### src/rtl/jt89_pan_mixer_if.sv
// Mixer bus: channel samples, pan control and stereo output grouped in one bundle.
// The master drives strobes and samples; the slave (mixer) returns the mix.
interface jt89_pan_mixer_if #(
  parameter int unsigned bw  = 9,
  parameter int unsigned nch = 4,
  parameter int unsigned ow  = 11
);
  logic                    cen;
  logic [nch*bw-1:0]       ch_l;
  logic [nch*bw-1:0]       ch_r;
  logic                    pan_we;
  logic [2*nch-1:0]        pan_din;
  logic                    mute;
  logic [2*nch-1:0]        pan;
  logic signed [ow-1:0]    sound_l;
  logic signed [ow-1:0]    sound_r;
  logic                    sample_valid;
  logic                    busy;
  logic                    overrun;

  modport master (
    output cen, ch_l, ch_r, pan_we, pan_din, mute,
    input  pan, sound_l, sound_r, sample_valid, busy, overrun
  );

  modport slave (
    input  cen, ch_l, ch_r, pan_we, pan_din, mute,
    output pan, sound_l, sound_r, sample_valid, busy, overrun
  );
endinterface

### src/rtl/jt89_pan_mixer.sv
// Serial stereo panning mixer: snapshot on cen, accumulate one channel per clock,
// saturate to ow bits. Pan writes are shadowed and committed at frame start.
module jt89_pan_mixer #(
  parameter int unsigned     bw      = 9,
  parameter int unsigned     nch     = 4,
  parameter int unsigned     ow      = 11,
  parameter logic [2*nch-1:0] PAN_RST = '1
) (
  input logic               clk,
  input logic               rst,
  jt89_pan_mixer_if.slave   bus
);
  localparam int unsigned aw = bw + $clog2(nch) + 1;
  localparam int unsigned iw = (nch > 1) ? $clog2(nch) : 1;
  localparam logic signed [aw-1:0] sat_hi = aw'((2 ** (ow - 1)) - 1);
  localparam logic signed [aw-1:0] sat_lo = aw'(-(2 ** (ow - 1)));

  typedef enum logic [1:0] {IDLE, ACC, DONE} state_t;

  state_t                state_q, state_d;
  logic [iw-1:0]         idx_q, idx_d;
  logic signed [aw-1:0]  acc_l_q, acc_l_d, acc_r_q, acc_r_d;
  logic [nch*bw-1:0]     snap_l_q, snap_l_d, snap_r_q, snap_r_d;
  logic [2*nch-1:0]      pan_q, pan_d, shadow_q, shadow_d;
  logic                  pend_q, pend_d;
  logic signed [ow-1:0]  sound_l_q, sound_l_d, sound_r_q, sound_r_d;
  logic                  valid_q, valid_d, busy_q, busy_d, overrun_q, overrun_d;

  logic signed [bw-1:0]  snap_l_ch [nch];
  logic signed [bw-1:0]  snap_r_ch [nch];
  logic [nch-1:0]        pan_l, pan_r;
  logic signed [bw-1:0]  cur_l, cur_r;
  logic signed [aw-1:0]  ext_l, ext_r;

  for (genvar g = 0; g < int'(nch); g++) begin : g_unpack
    assign snap_l_ch[g] = snap_l_q[g*bw +: bw];
    assign snap_r_ch[g] = snap_r_q[g*bw +: bw];
  end

  assign pan_l = pan_q[2*nch-1:nch];
  assign pan_r = pan_q[nch-1:0];
  assign cur_l = snap_l_ch[idx_q];
  assign cur_r = snap_r_ch[idx_q];
  assign ext_l = {{(aw-bw){cur_l[bw-1]}}, cur_l};
  assign ext_r = {{(aw-bw){cur_r[bw-1]}}, cur_r};

  function automatic logic signed [ow-1:0] sat(input logic signed [aw-1:0] a);
    if (a > sat_hi)      sat = ow'(sat_hi);
    else if (a < sat_lo) sat = ow'(sat_lo);
    else                 sat = ow'(a);
  endfunction

  // Next-state and output computation
  always_comb begin
    state_d   = state_q;
    idx_d     = idx_q;
    acc_l_d   = acc_l_q;
    acc_r_d   = acc_r_q;
    snap_l_d  = snap_l_q;
    snap_r_d  = snap_r_q;
    pan_d     = pan_q;
    shadow_d  = shadow_q;
    pend_d    = pend_q;
    sound_l_d = sound_l_q;
    sound_r_d = sound_r_q;
    valid_d   = 1'b0;
    busy_d    = busy_q;
    overrun_d = 1'b0;

    case (state_q)
      IDLE: begin
        if (bus.cen) begin
          snap_l_d = bus.ch_l;
          snap_r_d = bus.ch_r;
          if (pend_q) begin
            pan_d  = shadow_q;
            pend_d = 1'b0;
          end
          acc_l_d = '0;
          acc_r_d = '0;
          idx_d   = '0;
          busy_d  = 1'b1;
          state_d = ACC;
        end
      end
      ACC: begin
        overrun_d = bus.cen;
        acc_l_d   = acc_l_q + (pan_l[idx_q] ? ext_l : '0);
        acc_r_d   = acc_r_q + (pan_r[idx_q] ? ext_r : '0);
        idx_d     = idx_q + 1'b1;
        if (idx_q == iw'(nch - 1)) state_d = DONE;
      end
      DONE: begin
        overrun_d = bus.cen;
        sound_l_d = bus.mute ? '0 : sat(acc_l_q);
        sound_r_d = bus.mute ? '0 : sat(acc_r_q);
        valid_d   = 1'b1;
        busy_d    = 1'b0;
        state_d   = IDLE;
      end
      default: state_d = IDLE;
    endcase

    // A write on the committing edge lands after the commit, so it stays pending
    if (bus.pan_we) begin
      shadow_d = bus.pan_din;
      pend_d   = 1'b1;
    end
  end

  always_ff @(posedge clk) begin
    if (rst) begin
      state_q   <= IDLE;
      idx_q     <= '0;
      acc_l_q   <= '0;
      acc_r_q   <= '0;
      snap_l_q  <= '0;
      snap_r_q  <= '0;
      pan_q     <= PAN_RST;
      shadow_q  <= '0;
      pend_q    <= 1'b0;
      sound_l_q <= '0;
      sound_r_q <= '0;
      valid_q   <= 1'b0;
      busy_q    <= 1'b0;
      overrun_q <= 1'b0;
    end else begin
      state_q   <= state_d;
      idx_q     <= idx_d;
      acc_l_q   <= acc_l_d;
      acc_r_q   <= acc_r_d;
      snap_l_q  <= snap_l_d;
      snap_r_q  <= snap_r_d;
      pan_q     <= pan_d;
      shadow_q  <= shadow_d;
      pend_q    <= pend_d;
      sound_l_q <= sound_l_d;
      sound_r_q <= sound_r_d;
      valid_q   <= valid_d;
      busy_q    <= busy_d;
      overrun_q <= overrun_d;
    end
  end

  assign bus.pan          = pan_q;
  assign bus.sound_l      = sound_l_q;
  assign bus.sound_r      = sound_r_q;
  assign bus.sample_valid = valid_q;
  assign bus.busy         = busy_q;
  assign bus.overrun      = overrun_q;
endmodule

### src/flat_wrapper.sv
// flat-port wrapper written by rule: the top's interface ports become plain ports
module jt89_pan_mixer_flat 
#(
  parameter int unsigned     bw      = 9,
  parameter int unsigned     nch     = 4,
  parameter int unsigned     ow      = 11,
  parameter logic [2*nch-1:0] PAN_RST = '1
)
  (clk, rst, bus_cen, bus_ch_l, bus_ch_r, bus_pan_we, bus_pan_din, bus_mute, bus_pan, bus_sound_l, bus_sound_r, bus_sample_valid, bus_busy, bus_overrun);
  jt89_pan_mixer_if #(.bw(bw), .nch(nch), .ow(ow)) bus_i ();
  input logic clk;
  input logic rst;
  input wire logic [$bits(bus_i.cen)-1:0] bus_cen;
  input wire logic [$bits(bus_i.ch_l)-1:0] bus_ch_l;
  input wire logic [$bits(bus_i.ch_r)-1:0] bus_ch_r;
  input wire logic [$bits(bus_i.pan_we)-1:0] bus_pan_we;
  input wire logic [$bits(bus_i.pan_din)-1:0] bus_pan_din;
  input wire logic [$bits(bus_i.mute)-1:0] bus_mute;
  output wire logic [$bits(bus_i.pan)-1:0] bus_pan;
  output wire logic [$bits(bus_i.sound_l)-1:0] bus_sound_l;
  output wire logic [$bits(bus_i.sound_r)-1:0] bus_sound_r;
  output wire logic [$bits(bus_i.sample_valid)-1:0] bus_sample_valid;
  output wire logic [$bits(bus_i.busy)-1:0] bus_busy;
  output wire logic [$bits(bus_i.overrun)-1:0] bus_overrun;
  assign bus_i.cen = bus_cen;
  assign bus_i.ch_l = bus_ch_l;
  assign bus_i.ch_r = bus_ch_r;
  assign bus_i.pan_we = bus_pan_we;
  assign bus_i.pan_din = bus_pan_din;
  assign bus_i.mute = bus_mute;
  assign bus_pan = bus_i.pan;
  assign bus_sound_l = bus_i.sound_l;
  assign bus_sound_r = bus_i.sound_r;
  assign bus_sample_valid = bus_i.sample_valid;
  assign bus_busy = bus_i.busy;
  assign bus_overrun = bus_i.overrun;
  jt89_pan_mixer #(.bw(bw), .nch(nch), .ow(ow), .PAN_RST(PAN_RST)) u_core (.clk(clk), .rst(rst), .bus(bus_i));
endmodule
### config.mk
export PLATFORM = sky130hd
export DESIGN_NAME = jt89_pan_mixer_flat
export DESIGN_NICKNAME = d
export VERILOG_FILES = /design/src/rtl/jt89_pan_mixer_if.sv /design/src/rtl/jt89_pan_mixer.sv /design/src/flat_wrapper.sv
export SDC_FILE = /design/constraint.sdc
export NUM_CORES = 1
export LEC_CHECK = 0
export BUFFER_PORTS_ARGS = -buffer_cell sky130_fd_sc_hd__buf_2
export CAP_MARGIN = 20
export CORE_UTILIZATION = 45
export CTS_CLUSTER_SIZE = 24
export DETAILED_ROUTE_END_ITERATION = 7
export PLACE_DENSITY_LB_ADDON = 0.08
export REMOVE_ABC_BUFFERS = 1
export SYNTH_ARGS = -nofsm -noshare
export SYNTH_HDL_FRONTEND = slang
export SYNTH_SLANG_ARGS = --single-unit
### constraint.sdc
create_clock -name clk -period 4.8 [get_ports clk]
set_input_delay 0.48 -clock clk [delete_from_list [all_inputs] [get_ports clk]]
set_output_delay 0.48 -clock clk [all_outputs]
set_load 0.02 [all_outputs]
After elaboration in Yosys (flattened, before gate mapping)
Index checks and enable logic that the tools add are counted.

Word-level logic and storage cells: 75. Register bits after elaboration: 142. Input bits: 85.

Equality and inequality tests: 5. Bitwise logic cells: 2. Reductions and logical operators: 13. Muxes and demuxes: 32. Add/subtract/negate cells: 3. Order comparisons: 6.

Operators by type and width (number): two-way mux 11 bit (6); case mux 12 bit (2 select lines) (2); binary-select mux 9 bit (select 2 bit) (2); two-way mux 12 bit (3); two-way mux 9 bit (4); adder 12 bit (2); greater-than comparator 12 x 11 -> 1 bit, second input constant (2); less-than comparator 12 x 11 -> 1 bit, second input constant (2); AND reduction 2 bit (5); case mux 2 bit (2 select lines) (2); nonzero test 2 bit (4); two-way mux 1 bit (7); two-way mux 2 bit (3); binary-select mux 1 bit (select 2 bit) (2); == test 2 bit, second input constant (2); OR reduction 2 bit (2); greater-or-equal comparator 3 bit, second input constant (1); less-than comparator 2 x 3 -> 1 bit, second input constant (1); inverter 2 -> 3 bit (1); AND reduction 3 bit (1); adder 2 x 1 -> 2 bit, second input constant (1); == test 2 x 1 -> 1 bit, second input constant (1); zero test 2 bit (1); != test 2 x 1 -> 1 bit, second input constant (1); other kinds (3) (3).

Longest topological paths before layout
Gate-level depths: netlist of run 1.

Depth in word-level cells: 7. Gate-level depth with buffers: 14.

Least setup slack after synthesis of run 1
No wires, ideal clock.

Path kind: register -> register. Start point: register u_core.idx_q[0]. End point: register u_core.acc_l_q[10]. Path buffers: 2. Period minus slack after synthesis: 3360 ps. Stages on the path, launching flop included: 14. Arrival: 3243 ps. Setup slack: 1440 ps. Cells stage by stage: dfxtp_1 -> buf_4 -> buf_4 -> mux4_2 -> nor2b_1 -> ha_1 -> fa_1 -> a21o_1 -> a21oi_1 -> o21bai_1 -> a21oi_1 -> o21ai_0 -> xor2_1 -> a22o_1.

Longest elaborated chain between the ends: 7. Elaborated cells on any way between the ends: 9. Those cells by class: 1 x add/sub; 7 x mux; 1 x bitwise.

RTL lines: from (decl) (RTL line jt89_pan_mixer.sv:21) `logic [iw-1:0] idx_q, idx_d;`; from (signal assigned) (RTL line jt89_pan_mixer.sv:129) `idx_q <= idx_d;`; inverter 2 -> 3 bit (implied by the code) (RTL line jt89_pan_mixer.sv:42) `assign cur_l = snap_l_ch[idx_q];`; binary-select mux 9 bit (select 2 bit) (RTL line jt89_pan_mixer.sv:42); two-way mux 9 bit (implied by the code) (2 in series) (RTL line jt89_pan_mixer.sv:42); two-way mux 12 bit * (RTL line jt89_pan_mixer.sv:88) `acc_l_d = acc_l_q + (pan_l[idx_q] ? ext_l : '0);`; adder 12 bit * (RTL line jt89_pan_mixer.sv:88); case mux 12 bit (2 select lines) * (RTL line jt89_pan_mixer.sv:70) `case (state_q)`; to (signal assigned) (RTL line jt89_pan_mixer.sv:130) `acc_l_q <= acc_l_d;`; to (decl) (RTL line jt89_pan_mixer.sv:22) `logic signed [aw-1:0] acc_l_q, acc_l_d, acc_r_q, acc_r_d;`.

Mark *: on every way between the ends. The rest lies on a longest branch, timed or not. The select of a mux whose other input is x is not followed. A chain may end at the register's enable or synchronous reset.

Worst setup path in the final report of run 1
Start point: register u_core.idx_q[1]. End point: register u_core.acc_l_q[10].

The elaborated chain is that of the path after synthesis.

==> summary.md, run 1 <==
- maximum cell stage delay along the critical path: 0.62 ns
- Max Freq: 0.269 GHz
- wire length of the first global-routing pass: 24.1 mm
- hpwl dp: 10.2 mm
- leading cell type in the layout, fill and taps excluded: sky130_fd_sc_hd__nand2_1
- result of the run: complete, no violations
- detailed-router iteration count before antenna repair: 4
- remaining antenna violation count: 0
- Gate Count Post-Synth: 727
- P&R area growth vs syn: 19.1%
- Max rail drop VDD: 0.220 mV
- max-slew violations: 0
- Final Worst Setup Slack: 1.09 ns
- total number of vias: 5257
- TritonCTS Sinks: 142
- shortest clock period the worst path allows after layout: 3.71 ns
- Global Route Usage Sum: 20.8%
- storage element area: 0.00284 mm²
- dpl ws: 1.09 ns
- post-layout net count: 938
- clock network latency to the later pin of the worst-skew pair: 0.42 ns
- library cell occupying the most area in the post-synthesis netlist: sky130_fd_sc_hd__dfxtp_1
- Layout fillers: 1313
- hold buffers post-CTS: 0
- routability congestion estimate from global placement: 0.812
- part of the cycle the worst path needs: 77.3%
- flip-flop and latch count after synthesis: 142
- mean routed wirelength per cell: 14.2 µm
- Overflow after GRT: 0
- maximum fanout count along the critical path: 10
- synthesized cell area: 0.00647 mm²
- top cells by area in the synthesized netlist: sky130_fd_sc_hd__dfxtp_1 (44%), sky130_fd_sc_hd__nand2_1 (9.1%), sky130_fd_sc_hd__a21oi_1 (9.0%)
- count of instances resized after the clock tree is built: 0
- Worst Path Class, Setup: reg2reg
- maximum level of the CTS H-tree: 4
- clock buffer count from CTS: 17
- count of buffers from port buffering: 117
- starting density of the core: 46.4%
- TritonCTS clock tree: done
- master cell of the clock root buffer: sky130_fd_sc_hd__clkbuf_16
- count of warnings emitted by yosys: 0
- Synth Area per Inst: 8.90 µm²
- via density per instance: 5.16
- commonest cells after routing, fill and taps aside: sky130_fd_sc_hd__nand2_1 (156), sky130_fd_sc_hd__dfxtp_1 (141), sky130_fd_sc_hd__a21oi_1 (116), sky130_fd_sc_hd__buf_2 (116), sky130_fd_sc_hd__nor2_1 (33)
- headroom to the max-slew limit: 27.6%
- chip height: 122 µm
- # IOs: 118
- total core area: 0.0139 mm²
- area enclosed by the die boundary: 0.0149 mm²
- vias in the first global route: 5228
- CP dominant cell by count: sky130_fd_sc_hd__a21oi_1
- endpoints failing hold: 0
- layout cells sized above 1: 21.2%
- clock input transition at the sequential cells of the worst setup and hold paths: 0.06 ns
- portion of synthesized cell area occupied by the leading cell type: 43.9%
- HP Class: in2reg
- Post-CTS Repair Setup Buffers: 0
- Clock Skews: 0.00521 ns
- areal power density over the cells: 367 mW/mm²
- number of DRC markers in iteration 0: 242
- required time of the critical path: 5.12 ns
- number of core rows: 43
- Post-Route WL: 14.4 mm
- smallest hold slack: 0.291 ns
- CP Data Arrival Time: 4.03 ns
- final setup vio count: 0
- combined area of the multi-input logic cells: 0.00341 mm²
- slowest stage cell on the critical path: sky130_fd_sc_hd__dfxtp_1
- DRC violations left: 0
- Startpoint Class: flip-flop
- utilization of the core after routing: 55.3%
- max-cap violations: 0
- maximum number of pins on one net before global-route repair: 109
- antenna violations before repair: 1
- die extent in x: 122 µm
- chain of cells forming the critical path: buf_4, mux2_4, o21ai_2, nor2b_1, ha_1, fa_1, a21o_1, a21oi_1, o21bai_1, a21oi_1, o21ai_0, xor2_1, a22o_1
- buffer depth of the longest clock path: 2
- setup tns final: 0 ns
- setup repair after global routing missed its margin: false
- static leakage power: 3.40 nW
- critical path endpoint category: flip-flop
- distinct cell type count of the synthesized netlist: 37
- worst-margin pin slew: 1.09 ns
- post-synthesis sequential area ratio: 43.9%
==> cell usage after synthesis <==
master,number
sky130_fd_sc_hd__o21ai_0,24
sky130_fd_sc_hd__buf_2,10
sky130_fd_sc_hd__nand4_1,3
sky130_fd_sc_hd__o21ai_1,1
sky130_fd_sc_hd__a211oi_1,1
sky130_fd_sc_hd__mux4_2,16
sky130_fd_sc_hd__a31oi_1,2
sky130_fd_sc_hd__xnor2_1,8
sky130_fd_sc_hd__nor2b_4,2
sky130_fd_sc_hd__xor2_1,12
sky130_fd_sc_hd__nor3_1,1
sky130_fd_sc_hd__inv_1,8
sky130_fd_sc_hd__clkbuf_1,30
sky130_fd_sc_hd__o21ai_2,2
sky130_fd_sc_hd__nor2_1,33
sky130_fd_sc_hd__buf_4,3
sky130_fd_sc_hd__nand2_1,157
sky130_fd_sc_hd__dfxtp_1,142
sky130_fd_sc_hd__a22o_1,12
sky130_fd_sc_hd__a22oi_1,13
sky130_fd_sc_hd__xor2_2,2
sky130_fd_sc_hd__a211o_1,8
sky130_fd_sc_hd__mux2i_1,11
sky130_fd_sc_hd__and3_1,8
sky130_fd_sc_hd__nor2b_1,19
sky130_fd_sc_hd__a21oi_1,116
sky130_fd_sc_hd__nand3_1,5
sky130_fd_sc_hd__a21o_1,12
sky130_fd_sc_hd__mux4_1,2
sky130_fd_sc_hd__nand3b_1,2
sky130_fd_sc_hd__ha_1,26
sky130_fd_sc_hd__o21bai_1,4
sky130_fd_sc_hd__and2_1,2
sky130_fd_sc_hd__fa_1,2
sky130_fd_sc_hd__clkbuf_4,1
sky130_fd_sc_hd__nand2b_1,25
sky130_fd_sc_hd__mux2_4,2
==> critical path, delay by kind of cell, from the launching register on <==
| family | cells | cell delay, ns |
|---|---|---|
| DFF | 1 | 0.62 |
| buffers and inverters | 1 | 0.28 |
| AOI/OAI and AO/OA | 7 | 1.49 |
| and+or+nand+nor | 1 | 0.10 |
| xor gates and xnor gates | 1 | 0.16 |
| muxes | 1 | 0.32 |
| adders and majority gates | 2 | 0.63 |
==> sequential cells by signal, indices dropped and copies added, names as in the netlist <==
register / cells
u_core.acc_l_q: 12
u_core.bus.sample_valid: 1
u_core.snap_r_q: 36
u_core.state_q: 2
u_core.pend_q: 1
u_core.bus.overrun: 1
u_core.bus.sound_l: 11
u_core.bus.sound_r: 11
u_core.idx_q: 2
u_core.snap_l_q: 36
u_core.shadow_q: 8
u_core.bus.pan: 8
u_core.acc_r_q: 12
u_core.bus.busy: 1
==> where the power goes <==
group	internal (mW)	total, mW	switching, mW
Combinational	0.132	0.305	0.173
Clock	0.774	1.25	0.471
Sequential	1.24	1.28	0.0412
Total	2.14	2.83	0.685
==> layout make-up <==
cell class	instances	share of cell area (%)
Clock buffer	25	6.56
Multi-Input combinational cell	533	44.2
Tap cell	180	2.92
Antenna cell	2	0.0649
Clock inverter	5	0.731
Inverter	8	0.390
Sequential cell	142	36.9
Timing Repair Buffer	123	8.21
==> cell families after synthesis <==
| family | after synthesis | synth area share (%) |
|---|---|---|
| xor+xnor | 22 | 3.21 |
| flops | 142 | 43.9 |
| compound gates | 195 | 17.6 |
| mux | 31 | 8.55 |
| simple gates | 257 | 17.7 |
| fa+ha+maj | 28 | 5.65 |
| buf+inv | 52 | 3.44 |
==> final timing paths <==
kind / start / end / slack [ns] / depth (start not counted)
worst max register to register: u_core.idx_q[1]$_SDFFE_PP0P_ / u_core.acc_l_q[10]$_SDFFE_PP0P_ / 1.09 / 13
worst min register to register: u_core.snap_l_q[4]$_SDFFE_PP0P_ / u_core.snap_l_q[4]$_SDFFE_PP0P_ / 0.45 / 2
worst max-delay path: u_core.idx_q[1]$_SDFFE_PP0P_ / u_core.acc_l_q[10]$_SDFFE_PP0P_ / 1.09 / 13
worst min-delay path: bus_ch_l[17] / u_core.snap_l_q[17]$_SDFFE_PP0P_ / 0.29 / 3
==> metal layers <==
metal  up-vias  wire [µm]  track usage [%]  share of wire (%)
li1       2705          -                -                  -
met1      2438       6950             27.2                 48
met2       100       6610             32.4                 46
met3        14        676             6.55                4.7
met4         0        206             7.25                1.4
met5         -          0                0                  0
==> through the flow <==
stage	total power, mW	instances	cell area [µm²]
6_report	2.83	1018	7710
5_1_grt	2.96	1016	7700
4_1_cts	2.86	1016	7700
3_5_place_dp	1.61	986	7140
3_3_place_gp	1.60	986	7140
2_1_floorplan	1.49	683	6280
Note: power is estimated with default switching activity, not from simulation.
==> inputs of run 2 (changes only) <==
==> constraint.sdc (replaced) <==
create_clock -name clk -period 3.79 [get_ports clk]
set_input_delay 0.379 -clock clk [delete_from_list [all_inputs] [get_ports clk]]
set_output_delay 0.379 -clock clk [all_outputs]
set_load 0.02 [all_outputs]
==> summary.md, run 2 (synthesis gave the netlist of run 1 again) <==
- setup repair after global routing missed its margin: false
- commonest cells after routing, fill and taps aside: sky130_fd_sc_hd__nand2_1 (156), sky130_fd_sc_hd__dfxtp_1 (140), sky130_fd_sc_hd__a21oi_1 (116), sky130_fd_sc_hd__buf_2 (116), sky130_fd_sc_hd__nor2_1 (33)
- mean routed wirelength per cell: 14.2 µm
- cell family contributing the most delay on the critical path: compound AO/OA/AOI/OAI gates
- Clk network pwr share: 44.0%
- switching share of power: 24.0%
- number of core rows: 43
- Overflow after GRT: 0
- Psw: 0.861 mW
- part of the cycle the worst path needs: 90.0%
- worst reg2reg path depth: 11
- P&R area growth vs syn: 19.7%
- clock network latency to the later pin of the worst-skew pair: 0.42 ns
- total core area: 0.0139 mm²
- required time of the critical path: 4.09 ns
- final setup vio count: 0
- part of the total power dissipated in combinational logic: 11.0%
- antenna violations before repair: 0
- post-layout net count: 944
- storage element area: 0.00285 mm²
- areal power density over the cells: 464 mW/mm²
- chip height: 122 µm
- biggest regs: u_core.snap_l_q (36), u_core.snap_r_q (36)
- total number of vias: 5275
- maximum level of the CTS H-tree: 4
- endpoints failing hold: 0
- Worst Path Class, Setup: reg2reg
- total buffers and inverters traversed by the critical path: 0
- remaining antenna violation count: 0
- TritonCTS clock tree: done
- die extent in x: 122 µm
- number of DRC markers in iteration 0: 203
- headroom to the max-slew limit: 38.3%
- critical path endpoint category: flip-flop
- max-slew violations: 0
- number of logic stages on the critical path including buffering: 11
- slowest stage cell on the critical path: sky130_fd_sc_hd__dfxtp_2
- starting density of the core: 46.4%
- count of buffers from port buffering: 117
- Worst Hold Depth: 3
- area enclosed by the die boundary: 0.0149 mm²
- Layout fillers: 1324
- via density per instance: 5.16
- worst-margin pin slew: 0.922 ns
- smallest hold slack: 0.191 ns
- routability congestion estimate from global placement: 0.815
- vias in the first global route: 5065
- Startpoint Class: flip-flop
- CP dominant cell by count: sky130_fd_sc_hd__a21oi_1
- Max Freq: 0.293 GHz
- Global Route Usage Sum: 20.9%
- clock input transition at the sequential cells of the worst setup and hold paths: 0.05 ns
- max-cap violations: 0
- utilization of the core after routing: 55.6%
- result of the run: complete, no violations
- ant diodes: 0
- Post-Route WL: 14.5 mm
- static leakage power: 3.43 nW
- maximum cell stage delay along the critical path: 0.58 ns
- # IOs: 118
- DRC violations left: 0
- Post-CTS Repair Setup Buffers: 0
- wire length of the first global-routing pass: 24.2 mm
- internal portion of total power: 2.73 mW
- layout cells sized above 1: 21.7%
- maximum fanout count along the critical path: 12
- CP Data Arrival Time: 3.71 ns
- fraction of power consumed by sequential logic: 45.0%
- detailed-router iteration count before antenna repair: 6
- setup tns final: 0 ns
- chain of cells forming the critical path: mux4_2, nor2b_1, ha_1, fa_1, a21o_1, a21oi_1, o21bai_1, a21oi_1, o21ai_0, xor2_1, a22o_1
- master cell of the clock root buffer: sky130_fd_sc_hd__clkbuf_16
- clock buffer count from CTS: 17
- Max rail drop VDD: 0.278 mV
- TritonCTS Sinks: 142
- maximum number of pins on one net before global-route repair: 83
- combined area of the multi-input logic cells: 0.00341 mm²
- Clock Skews: 0.0123 ns
- shortest clock period the worst path allows after layout: 3.41 ns
- hpwl dp: 10.4 mm
- buffer depth of the longest clock path: 2
- HP Class: in2reg
- leading cell type in the layout, fill and taps excluded: sky130_fd_sc_hd__nand2_1
-- run 2: power by group through the flow --
stage | logic, mW | registers (mW) | clock network, mW
floorplan | 0.245 | 1.64 | 0
global placement | 0.386 | 1.65 | 0
detailed placement | 0.397 | 1.65 | 0
CTS | 0.399 | 1.62 | 1.62
global route | 0.444 | 1.62 | 1.68
finish | 0.393 | 1.62 | 1.58
-- run 2: layer usage --
| metal | share of wire, % | global-route usage [%] |
|---|---|---|
| met5 | 0 | 0 |
| met4 | 1.0 | 8.26 |
| met3 | 4.0 | 5.10 |
| met2 | 46 | 31.5 |
| met1 | 49 | 28.5 |
-- run 2: worst min-delay path, cell delays in order --
cell and delay [ns]:
sky130_fd_sc_hd__buf_2 0.08, sky130_fd_sc_hd__mux2i_1 0.05, sky130_fd_sc_hd__nor2_1 0.07
-- run 2: repair_timing --
action                                  CTS  global route
endpoints found under the hold margin     0             0
hold buffers                              0             0
resized for setup                         0             1
endpoints found under the setup margin    0             1
-- run 2: worst paths after layout --
kind / start / endpoint / slack [ns]
min: bus_pan_din[0] / u_core.shadow_q[0]$_SDFFE_PP0P_ / 0.19
max reg2reg: u_core.idx_q[0]$_SDFFE_PP0P_ / u_core.acc_l_q[10]$_SDFFE_PP0P_ / 0.38
min reg2reg: u_core.snap_l_q[4]$_SDFFE_PP0P_ / u_core.snap_l_q[4]$_SDFFE_PP0P_ / 0.45
max: u_core.idx_q[0]$_SDFFE_PP0P_ / u_core.acc_l_q[10]$_SDFFE_PP0P_ / 0.38
-- run 2: layout make-up --
class,instances,area share (%)
Sequential cell,142,36.7
Inverter,8,0.388
Tap cell,180,2.91
Multi-Input combinational cell,533,44.0
Clock buffer,24,6.09
Clock inverter,7,1.13
Timing Repair Buffer,129,8.75
-- run 2: through the flow --
step / instances / area [µm²] / setup slack [ns] / total power, mW
floorplan: 683 / 6280 / 0.167 / 1.89
global placement: 992 / 7190 / 0.539 / 2.04
detailed placement: 992 / 7190 / 0.360 / 2.05
CTS: 1023 / 7740 / 0.275 / 3.63
global route: 1023 / 7750 / 0.150 / 3.75
finish: 1023 / 7750 / 0.379 / 3.59
